$ cat src/rtl/fetch_queue_pkg.sv
// Shared constants and helpers for the instruction fetch queue.
package fetch_queue_pkg;

    localparam int unsigned DefDepth = 4;
    localparam int unsigned DefAw    = 16;
    localparam int unsigned DefDw    = 16;

    localparam logic [15:0] NOP_INSTR = 16'h0000;

    // Occupancy counter must represent 0..depth inclusive.
    function automatic int unsigned occ_width(input int unsigned depth);
        return $clog2(depth) + 1;
    endfunction

endpackage

$ cat src/rtl/fetch_queue_if.sv
// ROM and core-side signals of the fetch queue. Optional bubble_cnt exists only when
// FETCH_PERF_CNT_EN is defined.
interface fetch_queue_if #(
    parameter int unsigned DEPTH = fetch_queue_pkg::DefDepth,
    parameter int unsigned AW    = fetch_queue_pkg::DefAw,
    parameter int unsigned DW    = fetch_queue_pkg::DefDw
);
    import fetch_queue_pkg::*;

    localparam int unsigned OW = occ_width(DEPTH);

    logic          rom_req;
    logic [AW-1:0] rom_addr;
    logic [DW-1:0] rom_data;
    logic          stall;
    logic          redirect;
    logic [AW-1:0] redirect_pc;
    logic [DW-1:0] instruction;
    logic [AW-1:0] instr_pc;
    logic          instr_valid;
    logic [OW-1:0] occupancy;
`ifdef FETCH_PERF_CNT_EN
    logic [15:0]   bubble_cnt;
`endif

    modport master (
        output rom_req, rom_addr, instruction, instr_pc, instr_valid, occupancy,
        input  rom_data, stall, redirect, redirect_pc
`ifdef FETCH_PERF_CNT_EN
        , output bubble_cnt
`endif
    );

    modport slave (
        input  rom_req, rom_addr, instruction, instr_pc, instr_valid, occupancy,
        output rom_data, stall, redirect, redirect_pc
`ifdef FETCH_PERF_CNT_EN
        , input bubble_cnt
`endif
    );

endinterface

$ cat src/rtl/fetch_queue_fifo.sv
// Prefetch FIFO holding instruction word plus fetch pc per entry, with synchronous flush.
module fetch_queue_fifo #(
    parameter int unsigned DEPTH = 4,
    parameter int unsigned AW    = 16,
    parameter int unsigned DW    = 16,
    parameter int unsigned OW    = 3
) (
    input  logic          clk,
    input  logic          rst,
    input  logic          push,
    input  logic [DW-1:0] push_data,
    input  logic [AW-1:0] push_pc,
    input  logic          pop,
    input  logic          flush,
    output logic [DW-1:0] head_data,
    output logic [AW-1:0] head_pc,
    output logic          head_valid,
    output logic [OW-1:0] count
);
    localparam int unsigned PW = $clog2(DEPTH);

    logic [DW-1:0] data_q [DEPTH];
    logic [AW-1:0] pc_q   [DEPTH];
    logic [PW-1:0] head_q, tail_q;
    logic [OW-1:0] count_q;

    always_ff @(posedge clk or negedge rst) begin
        if (!rst) begin
            head_q  <= '0;
            tail_q  <= '0;
            count_q <= '0;
        end else if (flush) begin
            head_q  <= '0;
            tail_q  <= '0;
            count_q <= '0;
        end else begin
            if (push) tail_q <= tail_q + PW'(1);
            if (pop)  head_q <= head_q + PW'(1);
            count_q <= count_q + OW'(push) - OW'(pop);
        end
    end

    // Storage needs no reset; reads are qualified by head_valid.
    always_ff @(posedge clk) begin
        if (push && !flush) begin
            data_q[tail_q] <= push_data;
            pc_q[tail_q]   <= push_pc;
        end
    end

    assign head_valid = (count_q != '0);
    assign head_data  = data_q[head_q];
    assign head_pc    = pc_q[head_q];
    assign count      = count_q;

endmodule

$ cat src/rtl/fetch_queue.sv
// Instruction fetch stage: sequential ROM reads into a prefetch FIFO, stall hold and redirect
// flush. Defining FETCH_PERF_CNT_EN adds the saturating bubble_cnt counter.
module fetch_queue
    import fetch_queue_pkg::*;
#(
    parameter int unsigned DEPTH = DefDepth,
    parameter int unsigned AW    = DefAw,
    parameter int unsigned DW    = DefDw
) (
    input logic          clk,
    input logic          rst,
    fetch_queue_if.master bus
);
    localparam int unsigned OW = occ_width(DEPTH);

    logic [AW-1:0] fetch_pc_q, req_pc_q;
    logic          inflight_q;
    logic          push, pop;
    logic [DW-1:0] head_data;
    logic [AW-1:0] head_pc;
    logic          head_valid;
    logic [OW:0]   pending;

    // Every in-flight word already owns a FIFO slot, so a push can never overflow.
    assign pending     = {1'b0, bus.occupancy} + (OW+1)'(inflight_q);
    assign bus.rom_req = !bus.redirect && (pending < (OW+1)'(DEPTH));
    assign bus.rom_addr = fetch_pc_q;

    assign push = inflight_q && !bus.redirect;
    assign pop  = head_valid && !bus.stall && !bus.redirect;

    always_ff @(posedge clk or negedge rst) begin
        if (!rst) begin
            fetch_pc_q <= '0;
            req_pc_q   <= '0;
            inflight_q <= 1'b0;
        end else begin
            // rom_req is low during redirect, which also kills the outstanding read.
            inflight_q <= bus.rom_req;
            if (bus.redirect) begin
                fetch_pc_q <= bus.redirect_pc;
            end else if (bus.rom_req) begin
                fetch_pc_q <= fetch_pc_q + AW'(1);
                req_pc_q   <= fetch_pc_q;
            end
        end
    end

    fetch_queue_fifo #(
        .DEPTH(DEPTH),
        .AW   (AW),
        .DW   (DW),
        .OW   (OW)
    ) u_fifo (
        .clk       (clk),
        .rst       (rst),
        .push      (push),
        .push_data (bus.rom_data),
        .push_pc   (req_pc_q),
        .pop       (pop),
        .flush     (bus.redirect),
        .head_data (head_data),
        .head_pc   (head_pc),
        .head_valid(head_valid),
        .count     (bus.occupancy)
    );

    assign bus.instr_valid = head_valid;
    assign bus.instruction = head_valid ? head_data : DW'(NOP_INSTR);
    assign bus.instr_pc    = head_valid ? head_pc : '0;

`ifdef FETCH_PERF_CNT_EN
    logic [15:0] bubble_q;

    always_ff @(posedge clk or negedge rst) begin
        if (!rst) begin
            bubble_q <= '0;
        end else if (!head_valid && !bus.stall && (bubble_q != 16'hFFFF)) begin
            bubble_q <= bubble_q + 16'd1;
        end
    end

    assign bus.bubble_cnt = bubble_q;
`endif

endmodule

$ cat src/flat_wrapper.sv
// flat-port wrapper written by rule: the top's interface ports become plain ports
module fetch_queue_flat import fetch_queue_pkg::*;
#(
    parameter int unsigned DEPTH = DefDepth,
    parameter int unsigned AW    = DefAw,
    parameter int unsigned DW    = DefDw
)
  (clk, rst, bus_rom_req, bus_rom_addr, bus_instruction, bus_instr_pc, bus_instr_valid, bus_occupancy, bus_rom_data, bus_stall, bus_redirect, bus_redirect_pc);
  fetch_queue_if #(.DEPTH(DEPTH), .AW(AW), .DW(DW)) bus_i ();
  input logic clk;
  input logic rst;
  output wire logic [$bits(bus_i.rom_req)-1:0] bus_rom_req;
  output wire logic [$bits(bus_i.rom_addr)-1:0] bus_rom_addr;
  output wire logic [$bits(bus_i.instruction)-1:0] bus_instruction;
  output wire logic [$bits(bus_i.instr_pc)-1:0] bus_instr_pc;
  output wire logic [$bits(bus_i.instr_valid)-1:0] bus_instr_valid;
  output wire logic [$bits(bus_i.occupancy)-1:0] bus_occupancy;
  input wire logic [$bits(bus_i.rom_data)-1:0] bus_rom_data;
  input wire logic [$bits(bus_i.stall)-1:0] bus_stall;
  input wire logic [$bits(bus_i.redirect)-1:0] bus_redirect;
  input wire logic [$bits(bus_i.redirect_pc)-1:0] bus_redirect_pc;
  assign bus_rom_req = bus_i.rom_req;
  assign bus_rom_addr = bus_i.rom_addr;
  assign bus_instruction = bus_i.instruction;
  assign bus_instr_pc = bus_i.instr_pc;
  assign bus_instr_valid = bus_i.instr_valid;
  assign bus_occupancy = bus_i.occupancy;
  assign bus_i.rom_data = bus_rom_data;
  assign bus_i.stall = bus_stall;
  assign bus_i.redirect = bus_redirect;
  assign bus_i.redirect_pc = bus_redirect_pc;
  fetch_queue #(.DEPTH(DEPTH), .AW(AW), .DW(DW)) u_core (.clk(clk), .rst(rst), .bus(bus_i));
endmodule
$ cat config.mk
export PLATFORM = sky130hd
export DESIGN_NAME = fetch_queue_flat
export DESIGN_NICKNAME = d
export VERILOG_FILES = /design/src/rtl/fetch_queue_pkg.sv /design/src/rtl/fetch_queue_if.sv /design/src/rtl/fetch_queue_fifo.sv /design/src/rtl/fetch_queue.sv /design/src/flat_wrapper.sv
export SDC_FILE = /design/constraint.sdc
export NUM_CORES = 1
export LEC_CHECK = 0
export CORE_ASPECT_RATIO = 0.75
export CORE_MARGIN = 1
export CORE_UTILIZATION = 38
export DETAILED_ROUTE_END_ITERATION = 7
export REMOVE_ABC_BUFFERS = 1
export SYNTH_ARGS = -nofsm -noshare
export SYNTH_HDL_FRONTEND = slang
export SYNTH_SLANG_ARGS = --single-unit
$ cat constraint.sdc
create_clock -name clk -period 2.9 [get_ports clk]
set_input_delay 0.58 -clock clk [delete_from_list [all_inputs] [get_ports clk]]
set_output_delay 0.58 -clock clk [all_outputs]
set_load 0.01 [all_outputs]
==> results of run 1 <==
-- timing repair --
item / CTS / global route
endpoints found under the hold margin: 0 / 0
hold buffers: 0 / 0
setup endpoints to repair: 25 / 15
buffers inserted: 3 / 2
gates resized for setup: 1 / 11
cloned: 0 / 1
-- worst max-delay path by stage --
stage / from / end / slack (ns) / depth (start not counted)
floorplan: u_core.u_fifo.count[1] / u_core.u_fifo.count[2] / -0.78 / 9
global placement: u_core.u_fifo.head_q[0] / bus_instr_pc[4] / 0.28 / 4
detailed placement: bus_redirect / u_core.u_fifo.count[2] / 0.25 / 10
CTS: u_core.u_fifo.head_q[1] / bus_instr_pc[4] / 0.02 / 4
global route: u_core.u_fifo.head_q[0] / bus_instruction[0] / -0.001 / 4
finish: u_core.u_fifo.head_q[0] / bus_instr_pc[4] / 0.07 / 4
-- metal layers --
metal  routed length, µm  share of wire, %
met1                6948                48
met2                6643                46
met3                 737               5.1
met4                 153               1.1
met5                   0                 0
-- critical path: cells and delay by family, from the launching register on --
family	cells	cell delay (ns)
buffers and inverters	2	0.65
AND/OR/NAND/NOR	1	0.15
flip-flops	1	0.51
multiplexers	1	0.52
-- power breakdown --
part / leakage, nW / internal (mW) / switching, mW
logic: 1.24 / 1.11 / 0.861
clock network: 0.246 / 1.17 / 0.850
registers: 1.64 / 2.95 / 0.254
-- Yosys cell counts (6+ instances only) --
cell,n
and2_1,8
buf_2,6
clkbuf_1,14
dfrtp_1,40
edfxtp_1,128
ha_1,8
inv_1,7
mux2_2,16
mux4_2,32
nand2_1,11
nand3_1,9
nand4_1,7
nor2_1,11
nor2b_1,34
o211ai_1,6
o21ai_0,6
or4_1,7
-- cells by family (layout without fill, tap and decap cells) --
logic type	count (synthesis)	after routing	share of synthesized area, %
buffers and inverters	29	150	1.745
multiplexers	51	51	13.58
AO/OA/AOI/OAI	28	28	2.853
XOR/XNOR	4	4	0.5090
AND/OR/NAND/NOR	109	109	9.197
adder cells (fa/ha/maj)	9	9	1.745
flip-flops	168	168	70.37
-- sequential cells by signal, indices dropped and copies added, names as in the netlist --
register and count:
u_core.u_fifo.pc_q 64, u_core.inflight_q 1, u_core.u_fifo.head_q 2, u_core.u_fifo.data_q 64, u_core.u_fifo.count 3, u_core.bus.rom_addr 16, u_core.u_fifo.tail_q 2, u_core.req_pc_q 16
-- final cells by class --
cell class,count,share of cell area [%]
inverters,8,0.3414
clock inverters,8,0.8677
well taps,242,3.442
multi-input cells,201,21.93
flip-flops and latches,168,55.16
repair buffers,112,13.20
clock buffers,22,5.050
==> results.yml, run 1 <==
timing:
  fin_setup_tns_ns: 0
  slew_violations: 0
  worstMarginPinSlew_ns: 0.9643
  setup_viol: 0
  fmax_mhz: 353.2
  fin_ws_ns: 0.06846
  fin_crit_ns: 2.832
  period_share_pct: 97.64
  finClkSkew_ns: 0.005512
  timing.final.hold_violations: 0
  max-slew-margin-rel_pct: 35.71
  hold_slack_ns: 0.2985
layout:
  drive_above_1_share_pct: 20.81
  fill_cells: 1516
  syn_to_final_growth_pct: 27.77
  fin_util_pct: 49.67
  final_cells: 761
  final_common_cell: "edfxtp_1"
  fin_nets: 553
  seqCellArea_um2: 4852
  layout_common_cells: "edfxtp_1, clkdlybuf4s50_1, dfrtp_1"
  multiInputGateArea_um2: 1929
  design_area_um2: 8796
  diodes: 0
route:
  num_vias: 3860
  first_pass_iters: 5
  ant_nets: 0
  wl_per_cell_um: 19.03
  finalWirelength_um: 14480
  routed_via_density: 5.072
  drc: 0
  drt_iter0_drc: 247
placed_design:
  port_buffers: 88
  dpl_cell_area_um2: 8183
  dp_slack_ns: 0.2520
  routabilityCongestion: 0.7730
  dp_hpwl_um: 9118
  dp_cells: 725
clocking:
  clockRootBuffer: "clkbuf_16"
  cts-htree-levels: 4
  clock_path_buffers: 2
  worstSkewPairLatency_ns: 0.42
  cts_tree: "yes"
  clock_sinks: 168
  clk_pin_slew_ns: 0.06
  cts_buffers: 17
synth:
  syn-cell-area_um2: 6884
  synth-seq-cells: 168
  postSynth.asyncResetShare_pct: 23.81
  netlist.area_leader.share_pct: 55.83
  yosysTopAreaCell: "edfxtp_1"
  avgSynthCellArea_um2: 17.30
  synth-edff-count: 128
  synth-main-ff-cell: "edfxtp_1"
  synth.top_cells.by_area: "edfxtp_1, dfrtp_1, mux4_2, nor2b_1, mux2_2"
  ys_warn_count: 0
  seq_area_frac_synth_pct: 70.37
  synth.distinct_cells: 41
  postSynthCellCount: 398
setup_path:
  r2r_cells: 10
  critPathMaxStageDelay_ns: 0.52
  crit_arrival_ns: 2.25
  crit_slowest_cell: "mux4_2"
  path_class: "reg -> out"
  rr_startpoint: "u_core.u_fifo.count[1]"
  r2r_end: "u_core.u_fifo.count[2]"
  start_kind: "flip-flop"
  r2r_slack_ns: 0.63
  path_cells: "buf_12 -> mux4_2 -> nor2b_1 -> clkdlybuf4s50_1"
  crit_fanout: 9
  cp_data_required_time_ns: 2.32
  crit_path_end_kind: "primary output"
floorplanning:
  core_area_um2: 17710
  placementRows: 42
  ioPinCount: 89
  die_h_um: 118.6
  die_x_um: 157.4
  die_area_um2: 18660
  initial_utilization_pct: 38.87
power:
  powerDensity_nw_per_um2: 817.8
  ir_drop_mv: 0.3995
  leakage_nw: 3.122
  total_power_mw: 7.194
outcome:
  status: "complete, no violations"
global_route:
  met2_usage_pct: 25.50
  antenna_found_initial: 0
  grt_use_met3_pct: 5.281
  grt-busiest-layer: "met2"
  overflow: 0
  grt_pass1_wl_um: 22850
  grtUsageMet1_pct: 23.47
  track_usage_pct: 16.90
  first_global_vias: 4092
  grt_max_degree: 41
worst_hold_path:
  worstHoldPathType: "in -> async"
flow_run:
  maxCapViolCount: 0
Note: power is estimated with default switching activity, not from simulation.
==> run 2, diff against run 1 <==
Settings changed: CORE_UTILIZATION 38 to 55, GPL_ROUTABILITY_DRIVEN from default to 0, MAX_ROUTING_LAYER from default to met4, PLACE_DENSITY from default to 0.79.
==> run 2 against run 1 <==
First-iteration DRC count is the same. Worst setup slack gained 0.036 ns. Fmax grew 1.3%. Highest routed layer unchanged. Combinational power is essentially flat. Clock skew grew 0.0068 ns. Largest cell class unchanged. Register-to-register slack is essentially flat. Global-route usage grew 6.8 points. Total power shrank 0.24%. Non-clock buffer count shrank 8. Wire length shrank 4.5%.
==> results.yml, run 2 (same netlist as run 1, synthesis figures left out) <==
route:
  finalWirelength_um: 13830
  wl_per_cell_um: 20.49
  routed_via_density: 5.855
  ant_nets: 0
  first_pass_iters: 6
  num_vias: 3952
  drt_iter0_drc: 247
  drc: 0
setup_path:
  cp_num_buf_inv: 2
  critPathMaxStageDelay_ns: 0.62
  cp_data_required_time_ns: 2.32
  path_class: "reg -> out"
  cp_top_family: "buffers and inverters"
  start_kind: "flip-flop"
  cp-endpoint: "bus_instruction[7]"
  path_cells: "buf_4 -> mux4_2 -> nor2b_1 -> clkdlybuf4s50_1"
  critPathLaunch: "u_core.u_fifo.head_q[1]"
  r2r_slack_ns: 0.63
  r2r_end: "u_core.u_fifo.count[2]"
  crit_slowest_cell: "dfrtp_2"
  cp_num_cells: 4
  crit_arrival_ns: 2.22
  r2r_cells: 10
  crit_fanout: 15
  rr_startpoint: "u_core.u_fifo.count[1]"
  crit_path_end_kind: "primary output"
layout:
  fill_cells: 729
  fin_nets: 545
  multiInputGateArea_um2: 1929
  syn_to_final_growth_pct: 25.28
  seqCellArea_um2: 4847
  layout_common_cells: "edfxtp_1, clkdlybuf4s50_1, dfrtp_1"
  drive_above_1_share_pct: 19.49
  reg.largest.list: "u_core.u_fifo.data_q: 64 flops, u_core.u_fifo.pc_q: 64 flops"
  diodes: 0
  final_common_cell: "edfxtp_1"
  fin_util_pct: 72.41
placed_design:
  port_buffers: 88
  dp_hpwl_um: 8388
floorplanning:
  die_x_um: 131.2
  ioPinCount: 89
  die_h_um: 98.89
  initial_utilization_pct: 57.79
  placementRows: 34
  die_area_um2: 12970
  core_area_um2: 11910
timing:
  timing.final.hold_violations: 0
  fmax_mhz: 357.8
  setup_viol: 0
  max-slew-margin-rel_pct: 36.90
  fin_crit_ns: 2.795
  hold_slack_ns: 0.3003
  worstMarginPinSlew_ns: 0.9466
  rsz0062_at_grt: "no"
  slew_violations: 0
  period_share_pct: 96.38
  finClkSkew_ns: 0.01232
power:
  p_sw_mw: 1.959
  p_seq_share_pct: 44.4
  p_sw_share_pct: 27.29
  clock_power_share_pct: 28.1
  ir_drop_mv: 0.5230
  leakage_nw: 2.944
  p_comb_share_pct: 27.5
  powerDensity_nw_per_um2: 832.1
  p_int_mw: 5.218
clocking:
  clock_path_buffers: 2
  cts_hold_buf: 0
  cts_tree: "yes"
  worstSkewPairLatency_ns: 0.41
  cts_buffers: 17
  cts-htree-levels: 4
  clock_sinks: 168
  clk_pin_slew_ns: 0.06
  clockRootBuffer: "clkbuf_16"
global_route:
  antenna_found_initial: 0
  track_usage_pct: 23.73
  grt_max_degree: 41
  first_global_vias: 3991
  grt_pass1_wl_um: 21910
  overflow: 0
worst_hold_path:
  worstHoldPathType: "in -> async"
flow_run:
  maxCapViolCount: 0
outcome:
  status: "complete, no violations"
## run 2: changes by cell type in the layout (fill, tap and decap cells not counted), sizes merged
cell	change
clkinvlp	-3
bufinv	-1
clkbuf	+5
clkdlybuf4s50	+10
buf	-7
dlymetal6s2s	-10
## run 2: how the worst min path moves through the flow
stage / from / end / slack, ns / cells past startpoint
after floorplan: rst / u_core.bus.rom_addr[0] / 0.28 / 0
after global placement: u_core.req_pc_q[8] / u_core.u_fifo.pc_q[0][8] / 0.49 / 0
after detailed placement: u_core.req_pc_q[8] / u_core.u_fifo.pc_q[0][8] / 0.50 / 0
after CTS: rst / u_core.bus.rom_addr[14] / 0.33 / 1
after global routing: rst / u_core.u_fifo.count[0] / 0.37 / 1
final: rst / u_core.u_fifo.count[0] / 0.30 / 1
## run 2: per-layer routing
| metal | wire length (µm) | global-route usage [%] | share of wire (%) |
|---|---|---|---|
| met4 | 133 | 6.787 | 0.96 |
| met3 | 767 | 5.247 | 5.5 |
| met5 | 0 | - | 0 |
| met1 | 6121 | 32.19 | 44 |
| met2 | 6812 | 36.58 | 49 |
## run 2: per-stage QoR
| stage | worst slack, ns | setup TNS, ns | cell area (µm²) | total power [mW] | std cells |
|---|---|---|---|---|---|
| after detailed placement | 0.3515 | 0 | 8093 | 5.195 | 643 |
| after CTS | 0.06854 | 0 | 8625 | 7.223 | 675 |
| after global placement | 0.3867 | 0 | 8093 | 5.159 | 643 |
| after floorplan | -0.7847 | -11.61 | 6794 | 4.154 | 377 |
| after global routing | 0.009217 | 0 | 8625 | 7.490 | 675 |
| final | 0.1049 | 0 | 8625 | 7.177 | 675 |
## run 2: power groups by stage
stage	sequential [mW]	clock [mW]	combinational [mW]
after CTS	3.18	2.05	1.99
after global routing	3.21	2.15	2.12
after global placement	3.20	0	1.96
final	3.19	2.02	1.97
after detailed placement	3.22	0	1.97
after floorplan	3.23	0	0.920
## run 2: layout make-up
| cell class | count | share of cell area [%] |
|---|---|---|
| Tap cell | 162 | 2.350 |
| Multi-Input combinational cell | 201 | 22.37 |
| Inverter | 8 | 0.3482 |
| Clock inverter | 4 | 0.2466 |
| Sequential cell | 168 | 56.20 |
| Clock buffer | 28 | 5.876 |
| Timing Repair Buffer | 104 | 12.61 |
## run 2: what timing repair did
| action | CTS | global route |
|---|---|---|
| endpoints found under the setup margin | 1 | 0 |
| buffers inserted | 0 | 0 |
| resized for setup | 1 | 0 |
| hold endpoints to repair | 0 | 0 |
==> run 3, diff against run 2 <==
Settings changed: CORE_UTILIZATION 55 to 50, PLACE_DENSITY 0.79 to 0.76.
Clock period 2.9 ns to 2.3 ns, I/O delays scaled along.
==> run 3 against run 2 <==
The flow now finishes with violations (setup timing). Total power up 37%. Critical path type unchanged. Clock skew shrank 0.0042 ns. Highest routed layer unchanged. First-iteration DRC count up 32%.
==> results.yml, run 3 (same netlist as run 1, synthesis figures left out) <==
floorplanning:
  die_x_um: 137.5
  die_h_um: 103.6
  core_area_um2: 13200
  die_area_um2: 14250
  placementRows: 36
  ioPinCount: 89
  initial_utilization_pct: 52.16
power:
  p_sw_mw: 2.873
  leakage_nw: 3.219
  p_sw_share_pct: 29.15
  p_seq_share_pct: 40.9
  clock_power_share_pct: 28.3
  p_comb_share_pct: 30.9
  powerDensity_nw_per_um2: 1098
  ir_drop_mv: 0.7076
  p_int_mw: 6.982
placed_design:
  port_buffers: 88
  dp_hpwl_um: 8704
  dp_cells: 658
  dpl_cell_area_um2: 8174
  dp_slack_ns: -0.06166
worst_hold_path:
  worstHoldPathType: "in -> async"
route:
  ant_nets: 0
  finalWirelength_um: 15410
  drc: 0
  drt_iter0_drc: 325
  routed.top_layer: "met4"
  first_pass_iters: 4
  dr_wl_met2_um: 7475
  wl_met1_um: 6951
  wl_met3_um: 796
  routed_via_density: 5.801
  num_vias: 4072
  wl_per_cell_um: 21.95
layout:
  diodes: 0
  layout_common_cells: "edfxtp_1, clkdlybuf4s50_1, dfrtp_1"
  final_common_cell: "edfxtp_1"
  reg.largest.list: "u_core.u_fifo.data_q: 64 flops, u_core.u_fifo.pc_q: 64 flops"
  fin_nets: 563
  drive_above_1_share_pct: 32.58
  syn_to_final_growth_pct: 30.35
  design_area_um2: 8974
  final_cells: 702
timing:
  fin_ws_ns: -0.06190
  setup_viol: 19
  rsz0062_at_grt: "yes"
  worstMarginPinSlew_ns: 0.9768
  fmax_mhz: 423.4
  max-slew-margin-rel_pct: 34.88
  timing.final.hold_violations: 0
  finClkSkew_ns: 0.008140
  hold_slack_ns: 0.1918
  fin_crit_ns: 2.362
  period_share_pct: 102.7
  slew_violations: 0
  fin_setup_tns_ns: -0.5227
global_route:
  grt_max_degree: 41
  track_usage_pct: 23.53
  overflow: 0
  antenna_found_initial: 0
  first_global_vias: 4067
  grt_pass1_wl_um: 23220
setup_path:
  critPathLaunch: "u_core.u_fifo.head_q[0]"
  crit_path_end_kind: "primary output"
  crit_arrival_ns: 1.90
  path_cells: "buf_12 -> buf_12 -> mux4_2 -> nor2b_2 -> buf_2"
  r2r_end: "u_core.u_fifo.count[2]"
  crit_top_cell: "buf_12"
  path_class: "reg -> out"
  r2r_slack_ns: 0.06
  r2r_cells: 11
  crit_slowest_cell: "mux4_2"
  start_kind: "flip-flop"
  critPathMaxStageDelay_ns: 0.48
  rr_startpoint: "u_core.u_fifo.count[2]"
  crit_fanout: 6
  cp_data_required_time_ns: 1.84
clocking:
  clockRootBuffer: "clkbuf_16"
  cts_buffers: 17
  cts_hold_buf: 0
  worstSkewPairLatency_ns: 0.42
  clk_pin_slew_ns: 0.07
  clock_sinks: 168
  cts-htree-levels: 4
  cts_tree: "yes"
  clock_path_buffers: 2
outcome:
  status: "finished, violations left"
  violations: "setup timing"
flow_run:
  maxCapViolCount: 0
run 3: cell types whose count changed in the layout (fill, tap and decap cells not counted), moves of 11 or more:
cell,delta
clkdlybuf4s50_1,-34
nor2b_1,-15
buf_6,+13
buf_4,+11
buf_2,+19
nor2b_4,+14
run 3: worst max-delay path by stage:
stage	endpoint	slack, ns	cells after the start
4_1_cts	bus_instruction[9]	-0.11	6
3_3_place_gp	u_core.u_fifo.count[2]	-0.01	10
2_1_floorplan	u_core.u_fifo.count[2]	-1.38	9
5_1_grt	bus_instr_pc[0]	-0.11	5
3_5_place_dp	u_core.u_fifo.count[2]	-0.06	10
6_report	bus_instr_pc[2]	-0.06	5
run 3: layout make-up:
| class | instances | area [µm²] |
|---|---|---|
| sequential | 168 | 4851 |
| tap | 171 | 214.0 |
| clock inverter | 14 | 147.6 |
| clock buffer | 18 | 429.2 |
| timing repair buffer | 122 | 1259 |
| multi-input combinational | 201 | 2043 |
| inverter | 8 | 30.03 |
| fill | 862 | 4224 |
run 3: routing by layer:
metal / up-vias / GRT usage, %
met5: - / -
met4: 0 / 5.965
met3: 19 / 4.112
met2: 143 / 35.39
met1: 2107 / 33.49
li1: 1803 / -
run 3: critical path, delay by kind of cell, from the launching register on:
| family | cells | cell delay, ns |
|---|---|---|
| mux | 1 | 0.48 |
| buf+inv | 3 | 0.43 |
| flops | 1 | 0.40 |
| simple gates | 1 | 0.18 |
run 3: power groups by stage:
stage | Clock, mW | Sequential, mW | Combinational (mW)
final | 2.78 | 4.03 | 3.04
after detailed placement | 0 | 4.07 | 2.53
after floorplan | 0 | 4.08 | 1.16
after global routing | 2.94 | 4.07 | 3.26
after CTS | 2.82 | 4.02 | 2.94
after global placement | 0 | 4.04 | 2.51
run 3: metrics by stage:
stage                     util (%)  power [mW]
final                        67.99       9.855
after global routing         67.99       10.27
after CTS                    67.52       9.773
after detailed placement     61.94       6.605
after global placement       61.94       6.555
after floorplan                  -       5.238
run 3: repair_timing:
| item | in CTS | in global routing |
|---|---|---|
| resized for setup | 157 | 25 |
| pin swaps | 2 | 1 |
| setup endpoints to repair | 34 | 49 |
| cloned | 4 | 0 |
| setup buffers | 9 | 2 |
